**src/rtl/uc_pkg.sv**
```systemverilog
// rtl/uc_pkg.sv - shared types and constants for the multicycle control unit.
package uc_pkg;

    localparam logic [7:0] TIMEOUT_CICLOS = 8'd255;
    localparam logic [2:0] R_LINK         = 3'd7;

    typedef enum logic [3:0] {
        OP_NOP   = 4'd0,
        OP_ALU   = 4'd1,
        OP_LDI   = 4'd2,
        OP_LOAD  = 4'd3,
        OP_STORE = 4'd4,
        OP_JUMP  = 4'd5,
        OP_JAL   = 4'd6,
        OP_BEQZ  = 4'd7,
        OP_HALT  = 4'd8
    } opcode_t;

    typedef enum logic [3:0] {
        CL_NOP, CL_ALU, CL_LDI, CL_LOAD, CL_STORE,
        CL_JUMP, CL_JAL, CL_BEQZ, CL_HALT, CL_ILEGAL
    } classe_t;

    typedef enum logic [2:0] {
        ST_FETCH, ST_DECODE, ST_EXEC, ST_MEM, ST_WB, ST_HALT, ST_ERRO
    } estado_t;

    localparam logic [1:0] MUX_ULA = 2'd0;
    localparam logic [1:0] MUX_MD  = 2'd1;
    localparam logic [1:0] MUX_PC  = 2'd2;

    localparam logic [2:0] EXT_NENHUM = 3'd0;
    localparam logic [2:0] EXT_SEXT9  = 3'd1;
    localparam logic [2:0] EXT_SEXT12 = 3'd2;

endpackage

```
**src/rtl/uc_decodificador.sv**
```systemverilog
// rtl/uc_decodificador.sv - combinational opcode decode into class, ALU function and extender mode.
module uc_decodificador
    import uc_pkg::*;
(
    input  logic [3:0] opcode,
    input  logic [2:0] func,
    output classe_t    classe,
    output logic [2:0] ula_op,
    output logic [2:0] ext_modo
);

    always_comb begin
        classe   = CL_ILEGAL;
        ula_op   = 3'd0;
        ext_modo = EXT_NENHUM;
        case (opcode)
            OP_NOP:   classe = CL_NOP;
            OP_ALU: begin
                classe = CL_ALU;
                ula_op = func;
            end
            OP_LDI: begin
                classe   = CL_LDI;
                ext_modo = EXT_SEXT9;
            end
            OP_LOAD:  classe = CL_LOAD;
            OP_STORE: classe = CL_STORE;
            OP_JUMP: begin
                classe   = CL_JUMP;
                ext_modo = EXT_SEXT12;
            end
            OP_JAL: begin
                classe   = CL_JAL;
                ext_modo = EXT_SEXT12;
            end
            OP_BEQZ: begin
                classe   = CL_BEQZ;
                ext_modo = EXT_SEXT9;
            end
            OP_HALT:  classe = CL_HALT;
            default:  classe = CL_ILEGAL;
        endcase
    end

endmodule

```
**src/rtl/unidade_controle.sv**
```systemverilog
// rtl/unidade_controle.sv - multicycle FETCH/DECODE/EXEC/MEM/WB sequencer for the 16-bit processor.
// Optional memory-wait timeout enabled by defining UC_MEM_TIMEOUT_EN.
module unidade_controle
    import uc_pkg::*;
(
    input  logic        clock,
    input  logic        reset,
    input  logic        imem_ack,
    input  logic [15:0] instr,
    input  logic        dmem_ack,
    input  logic        a_zero,
    output logic        imem_req,
    output logic        dmem_req,
    output logic        dmem_we,
    output logic        BR_Hab_Escrita,
    output logic [2:0]  BR_Sel_E_SA,
    output logic [2:0]  BR_Sel_SB,
    output logic [2:0]  EXcontrole,
    output logic [11:0] EXconstante,
    output logic [1:0]  controleMuxResu,
    output logic        controlePCcopia,
    output logic [2:0]  ula_op,
    output logic        pc_escreve,
    output logic        pc_sel,
    output logic        halted,
    output logic        erro
);

    estado_t     estado, prox;
    logic [15:0] ir;
    logic        ativo;
    logic        req_busca;
    logic        em_instr;
    logic        timeout;
    classe_t     classe;
    logic [2:0]  ula_dec;
    logic [2:0]  ext_modo;

    uc_decodificador u_dec (
        .opcode   (ir[15:12]),
        .func     (ir[2:0]),
        .classe   (classe),
        .ula_op   (ula_dec),
        .ext_modo (ext_modo)
    );

    // ativo keeps the fetch request low during reset and for the first cycle after release
    assign req_busca = (estado == ST_FETCH) && ativo;
    assign em_instr  = (estado == ST_DECODE) || (estado == ST_EXEC) ||
                       (estado == ST_MEM) || (estado == ST_WB);

`ifdef UC_MEM_TIMEOUT_EN
    logic [7:0] espera;
    logic       esperando;

    assign esperando = (req_busca && !imem_ack) || ((estado == ST_MEM) && !dmem_ack);
    assign timeout   = esperando && (espera == TIMEOUT_CICLOS - 8'd1);

    always_ff @(posedge clock or negedge reset) begin
        if (!reset) begin
            espera <= 8'd0;
        end else if (esperando && !timeout) begin
            espera <= espera + 8'd1;
        end else begin
            espera <= 8'd0;
        end
    end
`else
    assign timeout = 1'b0;
`endif

    always_ff @(posedge clock or negedge reset) begin
        if (!reset) begin
            estado <= ST_FETCH;
            ir     <= 16'd0;
            ativo  <= 1'b0;
        end else begin
            estado <= prox;
            ativo  <= 1'b1;
            if (req_busca && imem_ack) begin
                ir <= instr;
            end
        end
    end

    always_comb begin
        prox = estado;
        case (estado)
            ST_FETCH: begin
                if (timeout)                     prox = ST_ERRO;
                else if (req_busca && imem_ack)  prox = ST_DECODE;
            end
            ST_DECODE: begin
                if (classe == CL_ILEGAL)         prox = ST_ERRO;
                else if (classe == CL_HALT)      prox = ST_HALT;
                else                             prox = ST_EXEC;
            end
            ST_EXEC: begin
                case (classe)
                    CL_ALU, CL_LDI, CL_JAL: prox = ST_WB;
                    CL_LOAD, CL_STORE:      prox = ST_MEM;
                    default:                prox = ST_FETCH;
                endcase
            end
            ST_MEM: begin
                if (timeout)                     prox = ST_ERRO;
                else if (dmem_ack)               prox = (classe == CL_LOAD) ? ST_WB : ST_FETCH;
            end
            ST_WB:                               prox = ST_FETCH;
            ST_HALT:                             prox = ST_HALT;
            ST_ERRO:                             prox = ST_ERRO;
            default:                             prox = ST_ERRO;
        endcase
    end

    always_comb begin
        imem_req        = req_busca;
        dmem_req        = 1'b0;
        dmem_we         = 1'b0;
        BR_Hab_Escrita  = 1'b0;
        BR_Sel_E_SA     = 3'd0;
        BR_Sel_SB       = 3'd0;
        EXcontrole      = EXT_NENHUM;
        EXconstante     = ir[11:0];
        controleMuxResu = MUX_ULA;
        controlePCcopia = 1'b0;
        ula_op          = 3'd0;
        pc_escreve      = 1'b0;
        pc_sel          = 1'b0;
        halted          = (estado == ST_HALT);
        erro            = (estado == ST_ERRO);

        // JAL targets the link register for the whole instruction so selects never move mid-flight
        if (em_instr) begin
            BR_Sel_E_SA = (classe == CL_JAL) ? R_LINK : ir[11:9];
            BR_Sel_SB   = ir[8:6];
            EXcontrole  = ext_modo;
            ula_op      = ula_dec;
            if (classe == CL_LOAD)     controleMuxResu = MUX_MD;
            else if (classe == CL_JAL) controleMuxResu = MUX_PC;
        end

        case (estado)
            ST_EXEC: begin
                case (classe)
                    CL_JUMP: begin
                        pc_escreve = 1'b1;
                        pc_sel     = 1'b1;
                    end
                    CL_BEQZ: begin
                        pc_escreve = 1'b1;
                        pc_sel     = a_zero;
                    end
                    CL_NOP:  pc_escreve      = 1'b1;
                    CL_JAL:  controlePCcopia = 1'b1;
                    default: ;
                endcase
            end
            ST_MEM: begin
                dmem_req   = 1'b1;
                dmem_we    = (classe == CL_STORE);
                pc_escreve = dmem_ack && (classe == CL_STORE);
            end
            ST_WB: begin
                BR_Hab_Escrita = 1'b1;
                pc_escreve     = 1'b1;
                pc_sel         = (classe == CL_JAL);
            end
            default: ;
        endcase
    end

endmodule

```
**config.mk**
```make
export PLATFORM = sky130hd
export DESIGN_NAME = unidade_controle
export DESIGN_NICKNAME = d
export VERILOG_FILES = /design/src/rtl/uc_pkg.sv /design/src/rtl/uc_decodificador.sv /design/src/rtl/unidade_controle.sv
export SDC_FILE = /design/constraint.sdc
export NUM_CORES = 1
export LEC_CHECK = 0
export CAP_MARGIN = 20
export CORE_MARGIN = 5
export CORE_UTILIZATION = 42
export DETAILED_ROUTE_END_ITERATION = 7
export GPL_TIMING_DRIVEN = 0
export PLACE_DENSITY = 0.79
export SLEW_MARGIN = 20
export SYNTH_ARGS = -nofsm -noshare
export SYNTH_HDL_FRONTEND = slang
export SYNTH_SLANG_ARGS = --single-unit
export TNS_END_PERCENT = 20
```
**constraint.sdc**
```tcl
create_clock -name clock -period 1.89 [get_ports clock]
set_input_delay 0.378 -clock clock [delete_from_list [all_inputs] [get_ports clock]]
set_output_delay 0.378 -clock clock [all_outputs]
set_load 0.05 [all_outputs]
```
==> flow_metrics.tcl <==
set metrics [dict create \
    final_cell_mix "buf_4 (42), buf_6 (25), clkdlybuf4s50_1 (20)" \
    clock_sinks 20 \
    cts_buffer_depth 2 \
    vias 1231 \
    final_antenna_net_count 0 \
    drive_above_1_share 0.5425 \
    clock.fmax_mhz 476.4 \
    critPathSlowestCell "dfrtp_1" \
    p_leak_uw 0.001058 \
    regArea_um2 503.0 \
    rsz0062_at_grt "true" \
    p_comb_frac 0.088 \
    fp.dieW_um 66.04 \
    track_usage 0.1736 \
    drt-wirelength-per-cell_um 15.62 \
    synth_cells 139 \
    numCtsBuffers 3 \
    setup_slack_ns -0.2090 \
    cts_hold_buf 0 \
    finalNetCount 235 \
    fin_cells 256 \
    place.gp.congestion 0.8413 \
    status "complete, but fails checks" \
    path_cells "buf_6, nand2b_4, nor3b_4, a31oi_2, nor4b_4, buf_6" \
    final_common_cell "buf_4" \
    pwr-share-clk 0.295 \
    grt_max_degree 21 \
    path_clk_slew_ns 0.11 \
    setup_viol 17 \
    crit_type "reg -> out" \
    antenna_cells 0 \
    p_per_area_nw_per_um2 309.6 \
    core_um2 3028 \
    antenna_found_initial 0 \
    skew_ns 0.004260 \
    clock-root-buffer "clkbuf_4" \
    drc 0 \
    cts_tree "yes" \
    clk-insertion-delay-late_ns 0.30 \
    wl_mm 3.998 \
    htreeDepth 1 \
    required_ns 1.51 \
    area_growth_pct 70.40 \
    hold_viol 0 \
    initial_core_util 0.4355 \
    p_int_uw 542.3 \
    period_needed_ns 2.099 \
    hold_path_class "reg -> reg" \
    path_buf_inv 2 \
    die_h_um 66.04 \
    die-area_um2 4361 \
    place_inst 237 \
    dp_hpwl_mm 2.716 \
    synth-seq-area-share 0.3795 \
    ir_worst_vdd_mv 0.3817 \
    drtPass1Iterations 4 \
    whs_ns 0.5345 \
    multi_input_area_um2 778.2 \
    switching_share 0.2206 \
    grt_pass1_wl_mm 5.871 \
    synth_seq_cells 20 \
    rows 20 \
    synth_cell_type_count 38 \
    crit_family "simple AND/OR/NAND/NOR gates" \
    cpMostUsedCell "buf_6" \
    violations "setup timing" \
    syn-num-nets 160 \
    syn_area_per_cell_um2 9.488 \
    io_buffers 54 \
    arrival_ns 1.72 \
    worst_setup_path_start_kind "flip-flop" \
    worst_pin_slew_ns 0.9400 \
    gr-total-overflow 0 \
    via_per_inst 4.809 \
    p_seq_frac 0.618 \
    maxCapViolCount 0 \
    drtIter0Drc 44 \
    cpPeakStageDelay_ns 0.40 \
    worst_setup_path_end_kind "output pin" \
    slew_headroom 0.3714 \
    boundaryPins 56 \
    period_share 1.111 \
    cp_max_fo 4 \
    fillCellCount 224 \
    p_sw_uw 153.5 \
    first_global_vias 1251 \
    netlist_area_um2 1319 \
    yosys_warnings 0 \
    slew_viol_final 0 \
]
## stage by stage
step	setup slack, ns	utilization	power (uW)	TNS (ns)	area (um2)
6_report	-0.2090	0.7421	695.7	-2.002	2247
5_1_grt	-0.2763	0.7421	719.8	-3.226	2247
4_1_cts	-0.2116	0.6818	704.2	-2.243	2064
3_5_place_dp	-0.6992	0.6446	499.2	-9.221	1952
3_3_place_gp	-0.6287	0.6446	497.5	-8.491	1952
2_1_floorplan	-0.2939	-	446.7	-1.695	1356
## cell type report
cell class,count,share of cell area
buffer,23,0.09298
clock buffer,3,0.01002
sequential,20,0.2238
tap,44,0.02450
timing repair buffer,70,0.2895
multi-input combinational,89,0.3463
inverter,7,0.01281
## state kept, by name, indices dropped and copies added (netlist names)
name	flops
ir	16
ativo	1
estado	3
## routing by layer
metal / vias to the layer above / share of wire / wire, um / track usage
li1: 599 / - / - / -
met1: 586 / 0.40 / 1582 / 0.2091
met5: - / 0 / 0 / 0
met3: 4 / 0.063 / 253 / 0.03741
met4: 0 / 0.012 / 48 / 0.04315
met2: 42 / 0.53 / 2114 / 0.3116
## synthesized netlist by cell type, drive strengths merged
cell | instances | area share
nor3b | 3 | 0.017
o32ai | 1 | 0.0066
xnor2 | 1 | 0.0066
dfrtp | 20 | 0.38
nand3b | 2 | 0.011
conb | 2 | 0.0057
o21a | 1 | 0.0057
nand2b | 6 | 0.028
nor3 | 3 | 0.020
nand4 | 1 | 0.0047
o2111ai | 1 | 0.0066
o22ai | 1 | 0.0047
o311ai | 1 | 0.0066
inv | 7 | 0.020
o21ai | 9 | 0.034
and3 | 3 | 0.018
nor2 | 13 | 0.037
or3 | 2 | 0.0095
a21oi | 2 | 0.0076
buf | 22 | 0.13
nor4 | 3 | 0.014
nor4b | 1 | 0.0066
clkbuf | 1 | 0.0028
a211o | 1 | 0.0066
mux2 | 11 | 0.12
xor2 | 1 | 0.0066
a2bb2oi | 2 | 0.013
nand2 | 10 | 0.028
nor2b | 3 | 0.014
and2 | 4 | 0.019
a31oi | 1 | 0.0047
## power groups by stage
stage,logic [uW],clock network [uW],registers (uW)
after floorplan,8.86,0,438
after global placement,59.7,0,438
after detailed placement,61.1,0,438
after CTS,61.3,213,430
after global routing,66.5,223,430
final,61.0,205,430
## cells by family (layout without fill, tap and decap cells)
family,after synthesis,after routing,share of synthesized area
muxes,11,11,0.1224
AOI/OAI and AO/OA,20,20,0.09679
buffers and inverters,30,103,0.1537
DFF,20,20,0.3795
and+or+nand+nor,54,54,0.2287
other,2,2,0.005695
xor gates and xnor gates,2,2,0.01329
## worst register-to-register path, stage by stage, from the launching register on
cell and delay, ns:
dfrtp_2 0.46, buf_4 0.16, nor3_4 0.16, buf_4 0.15
and3_4 0.21, buf_12 0.15, mux2_4 0.31
## what timing repair did
item                                    in CTS  in global routing
setup buffers                                4                 11
cloned                                       1                  0
resized for setup                          179                 29
endpoints found under the setup margin      34                 21
pin swaps                                    5                  4
## final timing paths
| kind | startpoint | to | slack, ns | cells past startpoint |
|---|---|---|---|---|
| min in group asynchronous | reset | ir[6] | 0.59 | 1 |
| max reg2reg | estado[2] | ir[5] | 0.19 | 6 |
| min reg2reg | ir[4] | ir[4] | 0.53 | 1 |
| max in group asynchronous | reset | estado[2] | 0.67 | 1 |
| max | ir[12] | pc_sel | -0.21 | 6 |
| min | ir[4] | ir[4] | 0.53 | 1 |
(Power assumes the default switching activity.)
